==> src/rtl/snn_mac_stream_if.sv <==
// Stream interface for snn_mac_stream.
// Input side: beats of spike bits plus signed weights, framed by in_last.
// Output side: one saturated result per frame.
// The master modport is the producer/consumer environment; the slave modport is the MAC.
interface snn_mac_stream_if #(
  parameter int LANES     = 5,
  parameter int W_WIDTH   = 8,
  parameter int ACC_WIDTH = 16,
  parameter int OUT_WIDTH = 8
);
  logic                          in_valid;
  logic                          in_ready;
  logic [LANES-1:0]              in_spikes;
  logic [LANES*W_WIDTH-1:0]      in_weights;
  logic                          in_last;
  logic signed [ACC_WIDTH-1:0]   bias;
  logic                          out_valid;
  logic                          out_ready;
  logic signed [OUT_WIDTH-1:0]   out_sum;
  logic                          out_sat;

  modport master (
    output in_valid, in_spikes, in_weights, in_last, bias, out_ready,
    input  in_ready, out_valid, out_sum, out_sat
  );

  modport slave (
    input  in_valid, in_spikes, in_weights, in_last, bias, out_ready,
    output in_ready, out_valid, out_sum, out_sat
  );
endinterface

==> src/rtl/snn_mac_stream.sv <==
// Streaming spike x weight multiply-accumulate.
// Stage 1 registers the exact lane sum of one beat; stage 2 accumulates the
// frame with saturation, adds the bias on the last beat and holds the result
// on a valid/ready output. A stalled output freezes the whole pipeline.
module snn_mac_stream #(
  parameter int LANES     = 5,
  parameter int W_WIDTH   = 8,
  parameter int ACC_WIDTH = 16,
  parameter int OUT_WIDTH = 8
) (
  input logic               clk,
  input logic               rst_n,
  snn_mac_stream_if.slave   bus
);

  localparam int SUM_W = W_WIDTH + $clog2(LANES);
  // Two guard bits cover acc + lane sum and acc + bias without overflow.
  localparam int EXT_W = ACC_WIDTH + 2;

  localparam logic signed [EXT_W-1:0] ACC_MAX =
    {{(EXT_W-ACC_WIDTH+1){1'b0}}, {(ACC_WIDTH-1){1'b1}}};
  localparam logic signed [EXT_W-1:0] ACC_MIN =
    {{(EXT_W-ACC_WIDTH+1){1'b1}}, {(ACC_WIDTH-1){1'b0}}};
  localparam logic signed [ACC_WIDTH-1:0] OUT_MAX =
    {{(ACC_WIDTH-OUT_WIDTH+1){1'b0}}, {(OUT_WIDTH-1){1'b1}}};
  localparam logic signed [ACC_WIDTH-1:0] OUT_MIN =
    {{(ACC_WIDTH-OUT_WIDTH+1){1'b1}}, {(OUT_WIDTH-1){1'b0}}};

  function automatic logic signed [ACC_WIDTH-1:0] sat_acc(input logic signed [EXT_W-1:0] x);
    if (x > ACC_MAX) return ACC_MAX[ACC_WIDTH-1:0];
    if (x < ACC_MIN) return ACC_MIN[ACC_WIDTH-1:0];
    return x[ACC_WIDTH-1:0];
  endfunction

  function automatic logic signed [OUT_WIDTH-1:0] sat_out(input logic signed [ACC_WIDTH-1:0] x);
    if (x > OUT_MAX) return OUT_MAX[OUT_WIDTH-1:0];
    if (x < OUT_MIN) return OUT_MIN[OUT_WIDTH-1:0];
    return x[OUT_WIDTH-1:0];
  endfunction

  logic                         ready_p0;
  logic                         stall;
  logic                         accept;
  logic signed [SUM_W-1:0]      lane_sum;
  logic signed [W_WIDTH-1:0]    lane_w;

  logic                         vld_p1;
  logic                         last_p1;
  logic signed [SUM_W-1:0]      sum_p1;

  logic signed [ACC_WIDTH-1:0]  acc_p2;
  logic                         sticky_p2;
  logic                         vld_p2;
  logic signed [OUT_WIDTH-1:0]  sum_p2;
  logic                         sat_p2;

  logic signed [EXT_W-1:0]      acc_x;
  logic signed [EXT_W-1:0]      sum_x;
  logic signed [EXT_W-1:0]      bias_x;
  logic signed [EXT_W-1:0]      step_x;
  logic signed [ACC_WIDTH-1:0]  step_acc;
  logic signed [EXT_W-1:0]      step_acc_x;
  logic signed [EXT_W-1:0]      biased_x;
  logic signed [ACC_WIDTH-1:0]  biased_acc;
  logic signed [EXT_W-1:0]      biased_acc_x;
  logic signed [OUT_WIDTH-1:0]  result;
  logic signed [ACC_WIDTH-1:0]  result_x;
  logic                         clamp_step;
  logic                         clamp_bias;
  logic                         clamp_out;

  assign stall        = vld_p2 && !bus.out_ready;
  assign bus.in_ready = ready_p0 && !stall;
  assign accept       = bus.in_valid && bus.in_ready;

  assign bus.out_valid = vld_p2;
  assign bus.out_sum   = sum_p2;
  assign bus.out_sat   = sat_p2;

  // Exact signed sum of the weights whose spike bit is set in this beat.
  always_comb begin
    lane_sum = '0;
    lane_w   = '0;
    for (int i = 0; i < LANES; i++) begin
      lane_w = bus.in_weights[i*W_WIDTH +: W_WIDTH];
      if (bus.in_spikes[i]) lane_sum = lane_sum + SUM_W'(lane_w);
    end
  end

  // Saturating accumulate, bias add and output clamp, with a flag per clamp point.
  always_comb begin
    acc_x        = EXT_W'(acc_p2);
    sum_x        = EXT_W'(sum_p1);
    bias_x       = EXT_W'(bus.bias);
    step_x       = acc_x + sum_x;
    step_acc     = sat_acc(step_x);
    step_acc_x   = EXT_W'(step_acc);
    clamp_step   = (step_acc_x != step_x);
    biased_x     = step_acc_x + bias_x;
    biased_acc   = sat_acc(biased_x);
    biased_acc_x = EXT_W'(biased_acc);
    clamp_bias   = (biased_acc_x != biased_x);
    result       = sat_out(biased_acc);
    result_x     = ACC_WIDTH'(result);
    clamp_out    = (result_x != biased_acc);
  end

  // Input ready comes up one cycle after reset releases.
  always_ff @(posedge clk or negedge rst_n) begin
    if (!rst_n) ready_p0 <= 1'b0;
    else        ready_p0 <= 1'b1;
  end

  // Stage 1: capture the lane sum of an accepted beat; frozen while stalled.
  always_ff @(posedge clk or negedge rst_n) begin
    if (!rst_n) begin
      vld_p1  <= 1'b0;
      last_p1 <= 1'b0;
      sum_p1  <= '0;
    end else if (!stall) begin
      vld_p1 <= accept;
      if (accept) begin
        sum_p1  <= lane_sum;
        last_p1 <= bus.in_last;
      end
    end
  end

  // Stage 2: accumulate the frame; on the last beat publish the result and clear.
  always_ff @(posedge clk or negedge rst_n) begin
    if (!rst_n) begin
      acc_p2    <= '0;
      sticky_p2 <= 1'b0;
      vld_p2    <= 1'b0;
      sum_p2    <= '0;
      sat_p2    <= 1'b0;
    end else if (!stall) begin
      vld_p2 <= 1'b0;
      if (vld_p1 && last_p1) begin
        sum_p2    <= result;
        sat_p2    <= sticky_p2 | clamp_step | clamp_bias | clamp_out;
        vld_p2    <= 1'b1;
        acc_p2    <= '0;
        sticky_p2 <= 1'b0;
      end else if (vld_p1) begin
        acc_p2    <= step_acc;
        sticky_p2 <= sticky_p2 | clamp_step;
      end
    end
  end

endmodule

==> src/flat_wrapper.sv <==
// flat-port wrapper written by rule: the top's interface ports become plain ports
module snn_mac_stream_flat 
#(
  parameter int LANES     = 5,
  parameter int W_WIDTH   = 8,
  parameter int ACC_WIDTH = 16,
  parameter int OUT_WIDTH = 8
)
  (clk, rst_n, bus_in_valid, bus_in_spikes, bus_in_weights, bus_in_last, bus_bias, bus_out_ready, bus_in_ready, bus_out_valid, bus_out_sum, bus_out_sat);
  snn_mac_stream_if #(.LANES(LANES), .W_WIDTH(W_WIDTH), .ACC_WIDTH(ACC_WIDTH), .OUT_WIDTH(OUT_WIDTH)) bus_i ();
  input logic clk;
  input logic rst_n;
  input wire logic [$bits(bus_i.in_valid)-1:0] bus_in_valid;
  input wire logic [$bits(bus_i.in_spikes)-1:0] bus_in_spikes;
  input wire logic [$bits(bus_i.in_weights)-1:0] bus_in_weights;
  input wire logic [$bits(bus_i.in_last)-1:0] bus_in_last;
  input wire logic [$bits(bus_i.bias)-1:0] bus_bias;
  input wire logic [$bits(bus_i.out_ready)-1:0] bus_out_ready;
  output wire logic [$bits(bus_i.in_ready)-1:0] bus_in_ready;
  output wire logic [$bits(bus_i.out_valid)-1:0] bus_out_valid;
  output wire logic [$bits(bus_i.out_sum)-1:0] bus_out_sum;
  output wire logic [$bits(bus_i.out_sat)-1:0] bus_out_sat;
  assign bus_i.in_valid = bus_in_valid;
  assign bus_i.in_spikes = bus_in_spikes;
  assign bus_i.in_weights = bus_in_weights;
  assign bus_i.in_last = bus_in_last;
  assign bus_i.bias = bus_bias;
  assign bus_i.out_ready = bus_out_ready;
  assign bus_in_ready = bus_i.in_ready;
  assign bus_out_valid = bus_i.out_valid;
  assign bus_out_sum = bus_i.out_sum;
  assign bus_out_sat = bus_i.out_sat;
  snn_mac_stream #(.LANES(LANES), .W_WIDTH(W_WIDTH), .ACC_WIDTH(ACC_WIDTH), .OUT_WIDTH(OUT_WIDTH)) u_core (.clk(clk), .rst_n(rst_n), .bus(bus_i));
endmodule
==> config.mk <==
export PLATFORM = sky130hd
export DESIGN_NAME = snn_mac_stream_flat
export DESIGN_NICKNAME = d
export VERILOG_FILES = /design/src/rtl/snn_mac_stream_if.sv /design/src/rtl/snn_mac_stream.sv /design/src/flat_wrapper.sv
export SDC_FILE = /design/constraint.sdc
export NUM_CORES = 1
export LEC_CHECK = 0
export ABC_AREA = 1
export CORE_ASPECT_RATIO = 1.1
export CORE_MARGIN = 2
export CORE_UTILIZATION = 32
export DETAILED_ROUTE_END_ITERATION = 6
export GPL_TIMING_DRIVEN = 0
export PLACE_DENSITY = 0.52
export SYNTH_ARGS = -nofsm -noshare
export SYNTH_HDL_FRONTEND = slang
export SYNTH_SLANG_ARGS = --single-unit
==> constraint.sdc <==
create_clock -name clk -period 4.05 [get_ports clk]
set_input_delay 0.405 -clock clk [delete_from_list [all_inputs] [get_ports clk]]
set_output_delay 0.405 -clock clk [all_outputs]
set_load 0.01 [all_outputs]
# Word level (Yosys, flattened, before mapping)
# Cells that the tools add are included.
# totals
ff_bits	41
input_bits	66
# op_classes
addsub	6
order_cmp	6
n_eq_ne	3
mux	31
bitwise	4
n_reduce_logical	10
# op_table
operator	n
two-way mux 16 bit	10
two-way mux 11 bit	5
adder 11 x 8 -> 11 bit	4
> comparator 17 x 16 -> 1 bit, second input constant	2
less-than comparator 17 x 16 -> 1 bit, second input constant	2
inequality test 16 x 17 -> 1 bit	2
two-way mux 8 bit	4
adder 16 x 11 -> 17 bit	1
adder 16 x 16 -> 17 bit	1
> comparator 16 x 8 -> 1 bit, second input constant	1
less-than comparator 16 x 8 -> 1 bit, second input constant	1
inequality test 8 x 16 -> 1 bit	1
two-way mux 1 bit	12
AND reduction 2 bit	3
logical AND 1 bit	4
bitwise OR 1 bit	3
zero test 1 bit	2
nonzero test 2 bit	1
NOT 1 bit	1

# Logic depth before layout (Yosys ltp)
# logic_depth
ltp_word	19
depth_mapped	41

# Worst setup path after synthesis
# No wires, ideal clock.
# synth_timing
kind	input to register
startpoint	in bus_in_spikes[0]
endpoint	reg u_core.sum_p1[10]
arrival_time_ns	5.117
required_time_ns	3.932
path_slack_ns	-1.185
stages	36
n_path_buf	1
cell_sequence	clkbuf_1 -> nand2_1 -> inv_1 -> ha_1 -> fa_1 -> nand2_1 -> inv_1 -> a21oi_1 -> o21ai_0 -> xnor2_1 -> o21ai_0 -> ha_1 -> nand2_1 -> nor3_1 -> nand2_1 -> o211ai_1 -> or2_2 -> nand3_1 -> nand2_1 -> ha_1 -> a21oi_1 -> o21a_1 -> nand2_1 -> xnor2_1 -> o21ai_0 -> ha_1 -> nand2_1 -> nor3_1 -> nand3_1 -> o2111ai_1 -> a21oi_1 -> o21ai_0 -> xor2_1 -> nand2_1 -> nand3_1 -> nand2_1
# synth_via
elab_chain_len	9
# synth_rtl
element	line_no	text
start, declared	flat_wrapper.sv:14	input wire logic [$bits(bus_i.in_spikes)-1:0] bus_in_spikes;
two-way mux 11 bit *	snn_mac_stream.sv:86	if (bus.in_spikes[i]) lane_sum = lane_sum + SUM_W'(lane_w);
adder 11 x 8 -> 11 bit	snn_mac_stream.sv:86	
two-way mux 11 bit *	snn_mac_stream.sv:86	
adder 11 x 8 -> 11 bit	snn_mac_stream.sv:86	
two-way mux 11 bit *	snn_mac_stream.sv:86	
adder 11 x 8 -> 11 bit	snn_mac_stream.sv:86	
two-way mux 11 bit *	snn_mac_stream.sv:86	
adder 11 x 8 -> 11 bit	snn_mac_stream.sv:86	
two-way mux 11 bit *	snn_mac_stream.sv:86	
end signal, assigned	snn_mac_stream.sv:123	sum_p1 <= lane_sum;
end, declared	snn_mac_stream.sv:49	logic signed [SUM_W-1:0] sum_p1;
# Every way passes the cells marked *; elsewhere a longest branch is shown, timed or not.
# A chain may end at the register's enable or synchronous reset.

# Final worst setup path
# Same ends and word-level chain as after synthesis.

==> impl_metrics.py <==
metrics = {
    "synthesis": {
        "synthArstFlopShare": 1.00,
        "synth_cell_type_count": 46,
        "syn_area_per_cell_um2": 6.30,
        "syn_nets": 1042,
        "yosys-top-cells-count": "nand2_1 (269), inv_1 (122), nor2_1 (79)",
        "syn_area_mm2": 0.00567,
        "ys.flop_type": "dfrtp_1",
        "synth_top_cell_area_share": 0.181,
        "yosysTopAreaCell": "dfrtp_1",
        "syn-instance-count": 900,
        "yosysMostFrequentCell": "nand2_1",
        "ys_seq_area_frac": 0.181,
        "yosys_warnings": 0,
        "synth_edf_count": 0,
        "synthTopCellsByArea": "dfrtp_1 (18%), nand2_1 (18%), ha_1 (15%)",
        "ys_ff_latch": 41,
    },
    "clock_network": {
        "cts_tree": "built",
        "cts_buffers": 5,
        "insertion_delay_ns": 0.29,
        "clockBufferDepth": 2,
        "clockRootBuffer": "clkbuf_16",
        "cts_sinks": 41,
        "clk_pin_slew_worst_paths_ns": 0.06,
        "h-tree-depth": 2,
    },
    "sta": {
        "skew_ns": 0.00647,
        "hold_viol": 0,
        "worstMarginPinSlew_ns": 0.626,
        "setup_viol": 15,
        "fmax_mhz": 204,
        "maxSlewHeadroom": 0.581,
        "finalCriticalPeriod_ns": 4.91,
        "drv_slew": 0,
        "rsz0062_at_grt": "yes",
        "period_share": 1.21,
        "layout_setup_ws_ns": -0.859,
    },
    "status": {
        "status": "finished with violations",
        "violations": "design-rule violations, negative setup slack",
    },
    "critical_path": {
        "slowest_delay_ns": 0.34,
        "cp.arrival_ns": 5.08,
        "cp-start-kind": "input pin",
        "path_max_fanout": 5,
        "endpoint_kind": "register",
        "ff2ff_path_depth": 36,
        "regToRegEndpoint": "u_core.bus.out_sat",
        "timing.rr.start": "u_core.sum_p1[0]",
        "crit_top_cell": "ha_4",
        "r2r_setup_slack_ns": -0.53,
        "slowest_stage": "fa_2",
        "crit_type": "in2reg",
        "critPathRequiredTime_ns": 4.23,
    },
    "global_route": {
        "first_global_vias": 6312,
        "grt_max_degree": 38,
        "grt.total_usage": 0.186,
        "grt_overflow": 0,
        "antenna_found_initial": 0,
        "grt_pass1_wl_mm": 28.3,
    },
    "placement": {
        "post-place-ws_ns": -1.86,
        "port_buffers": 74,
        "hpwl_mm": 12.7,
        "gp_congestion": 0.835,
        "dp_cells": 1213,
    },
    "routing": {
        "first_iter_violations": 187,
        "antenna_left": 0,
        "dr.pass1.iters": 7,
        "wl_mm": 17.3,
        "drc": 4,
        "vias": 6225,
        "routed_via_density": 4.71,
        "wl_per_cell_um": 13.1,
    },
    "floorplan": {
        "die-height_um": 144,
        "num_rows": 51,
        "die_x_um": 131,
        "core_mm2": 0.0175,
        "die-area_mm2": 0.0188,
        "num_io_pins": 77,
        "initial_core_util": 0.323,
    },
    "layout": {
        "syn2layout_area_growth_pct": 55.1,
        "layout.nets": 1224,
        "stdcell_count": 1321,
        "antenna_cells": 0,
        "drive_gt1_frac": 0.309,
    },
    "run": {
        "drv_cap": 0,
    },
    "hold_path": {
        "min_path_type": "in2async",
    },
}
[stage by stage]
stage	instance area (um^2)	utilization	setup TNS, ns	hold slack [ns]
after detailed placement	6990	0.398	-18.39	0.265
after global routing	8790	0.501	-13.48	0.500
final	8790	0.501	-7.30	0.476
after global placement	6980	0.398	-18.40	0.468
after floorplan	5940	-	-3.77	0.109
after CTS	8310	0.474	-7.15	0.490
[layout by cell type, fill, tap and decap left out, drive strengths merged, types with 4 or more instances in the layout]
| cell | synthesis | layout |
|---|---|---|
| o22ai | 4 | 4 |
| o211ai | 5 | 5 |
| o21ai | 69 | 69 |
| buf | 6 | 110 |
| clkdlybuf4s50 | 0 | 65 |
| nor3 | 10 | 10 |
| fa | 6 | 6 |
| inv | 126 | 126 |
| nand2 | 278 | 278 |
| xor2 | 24 | 24 |
| or2 | 9 | 9 |
| a21oi | 74 | 74 |
| ha | 70 | 70 |
| nand4 | 6 | 6 |
| a31oi | 4 | 4 |
| dfrtp | 41 | 41 |
| clkbuf | 8 | 14 |
| nor2 | 80 | 80 |
| xnor2 | 19 | 19 |
| nand3 | 41 | 41 |
[kinds of logic (layout without fill, tap and decap cells)]
logic type	after synthesis	in the layout	synth area share
AO/OA/AOI/OAI	167	167	0.162
XOR/XNOR	43	43	0.0665
adder cells (fa/ha/maj)	76	76	0.176
buffers and inverters	143	326	0.0978
flip-flops	41	41	0.181
other	1	1	0.000662
AND/OR/NAND/NOR	429	429	0.316
[worst max-delay path by stage]
stage                                    to  cells past startpoint  slack (ns)              start
after detailed placement  u_core.sum_p1[10]                     37       -1.86  bus_in_weights[0]
after floorplan           u_core.sum_p1[10]                     37       -0.88   bus_in_spikes[0]
after global routing      u_core.sum_p1[10]                     39       -1.25  bus_in_weights[1]
after CTS                 u_core.sum_p1[10]                     38       -0.95   bus_in_spikes[0]
after global placement    u_core.sum_p1[10]                     37       -1.85  bus_in_weights[0]
final                     u_core.sum_p1[10]                     37       -0.86   bus_in_spikes[0]
[layer usage]
metal / track usage / part of all wire / vias up
met4: 0.0476 / 0.021 / 0
met1: 0.211 / 0.42 / 2827
met5: 0 / 0 / -
li1: - / - / 3280
met2: 0.366 / 0.53 / 94
met3: 0.0160 / 0.023 / 24
[state kept, by name (all words and copies together) (netlist names)]
signal and cells:
u_core.acc_p2 16, u_core.bus.out_sat 1, u_core.bus.out_sum 8, u_core.bus.out_valid 1, u_core.last_p1 1, u_core.ready_p0 1
u_core.sticky_p2 1, u_core.sum_p1 11, u_core.vld_p1 1
[worst max-delay path: cells and delay by family]
family          cells  cell delay, ns
compound gates      8            1.15
xor+xnor            3            0.47
fa+ha+maj           5            1.36
buf+inv             7            0.55
simple gates       14            1.13
[cell type report]
| cell class | instances | area, um^2 |
|---|---|---|
| clock buffer | 6 | 139 |
| fill | 1767 | 8760 |
| clock inverter | 2 | 37.5 |
| inverter | 129 | 494 |
| sequential | 41 | 1030 |
| tap | 238 | 298 |
| buffer | 14 | 113 |
| timing repair buffer | 175 | 1510 |
| multi-input combinational | 716 | 5170 |
[timing repair]
action                                 in CTS  in global routing
hold buffers                                1                  0
setup endpoints to repair                  18                 17
resized for setup                         139                 73
endpoints found under the hold margin       4                  0
pin swaps                                  97                 61
cloned                                      0                  0
setup buffers                              76                 24
Power is not shown: default switching activity piles up to over one toggle a cycle in this logic, so the estimate is an artifact.
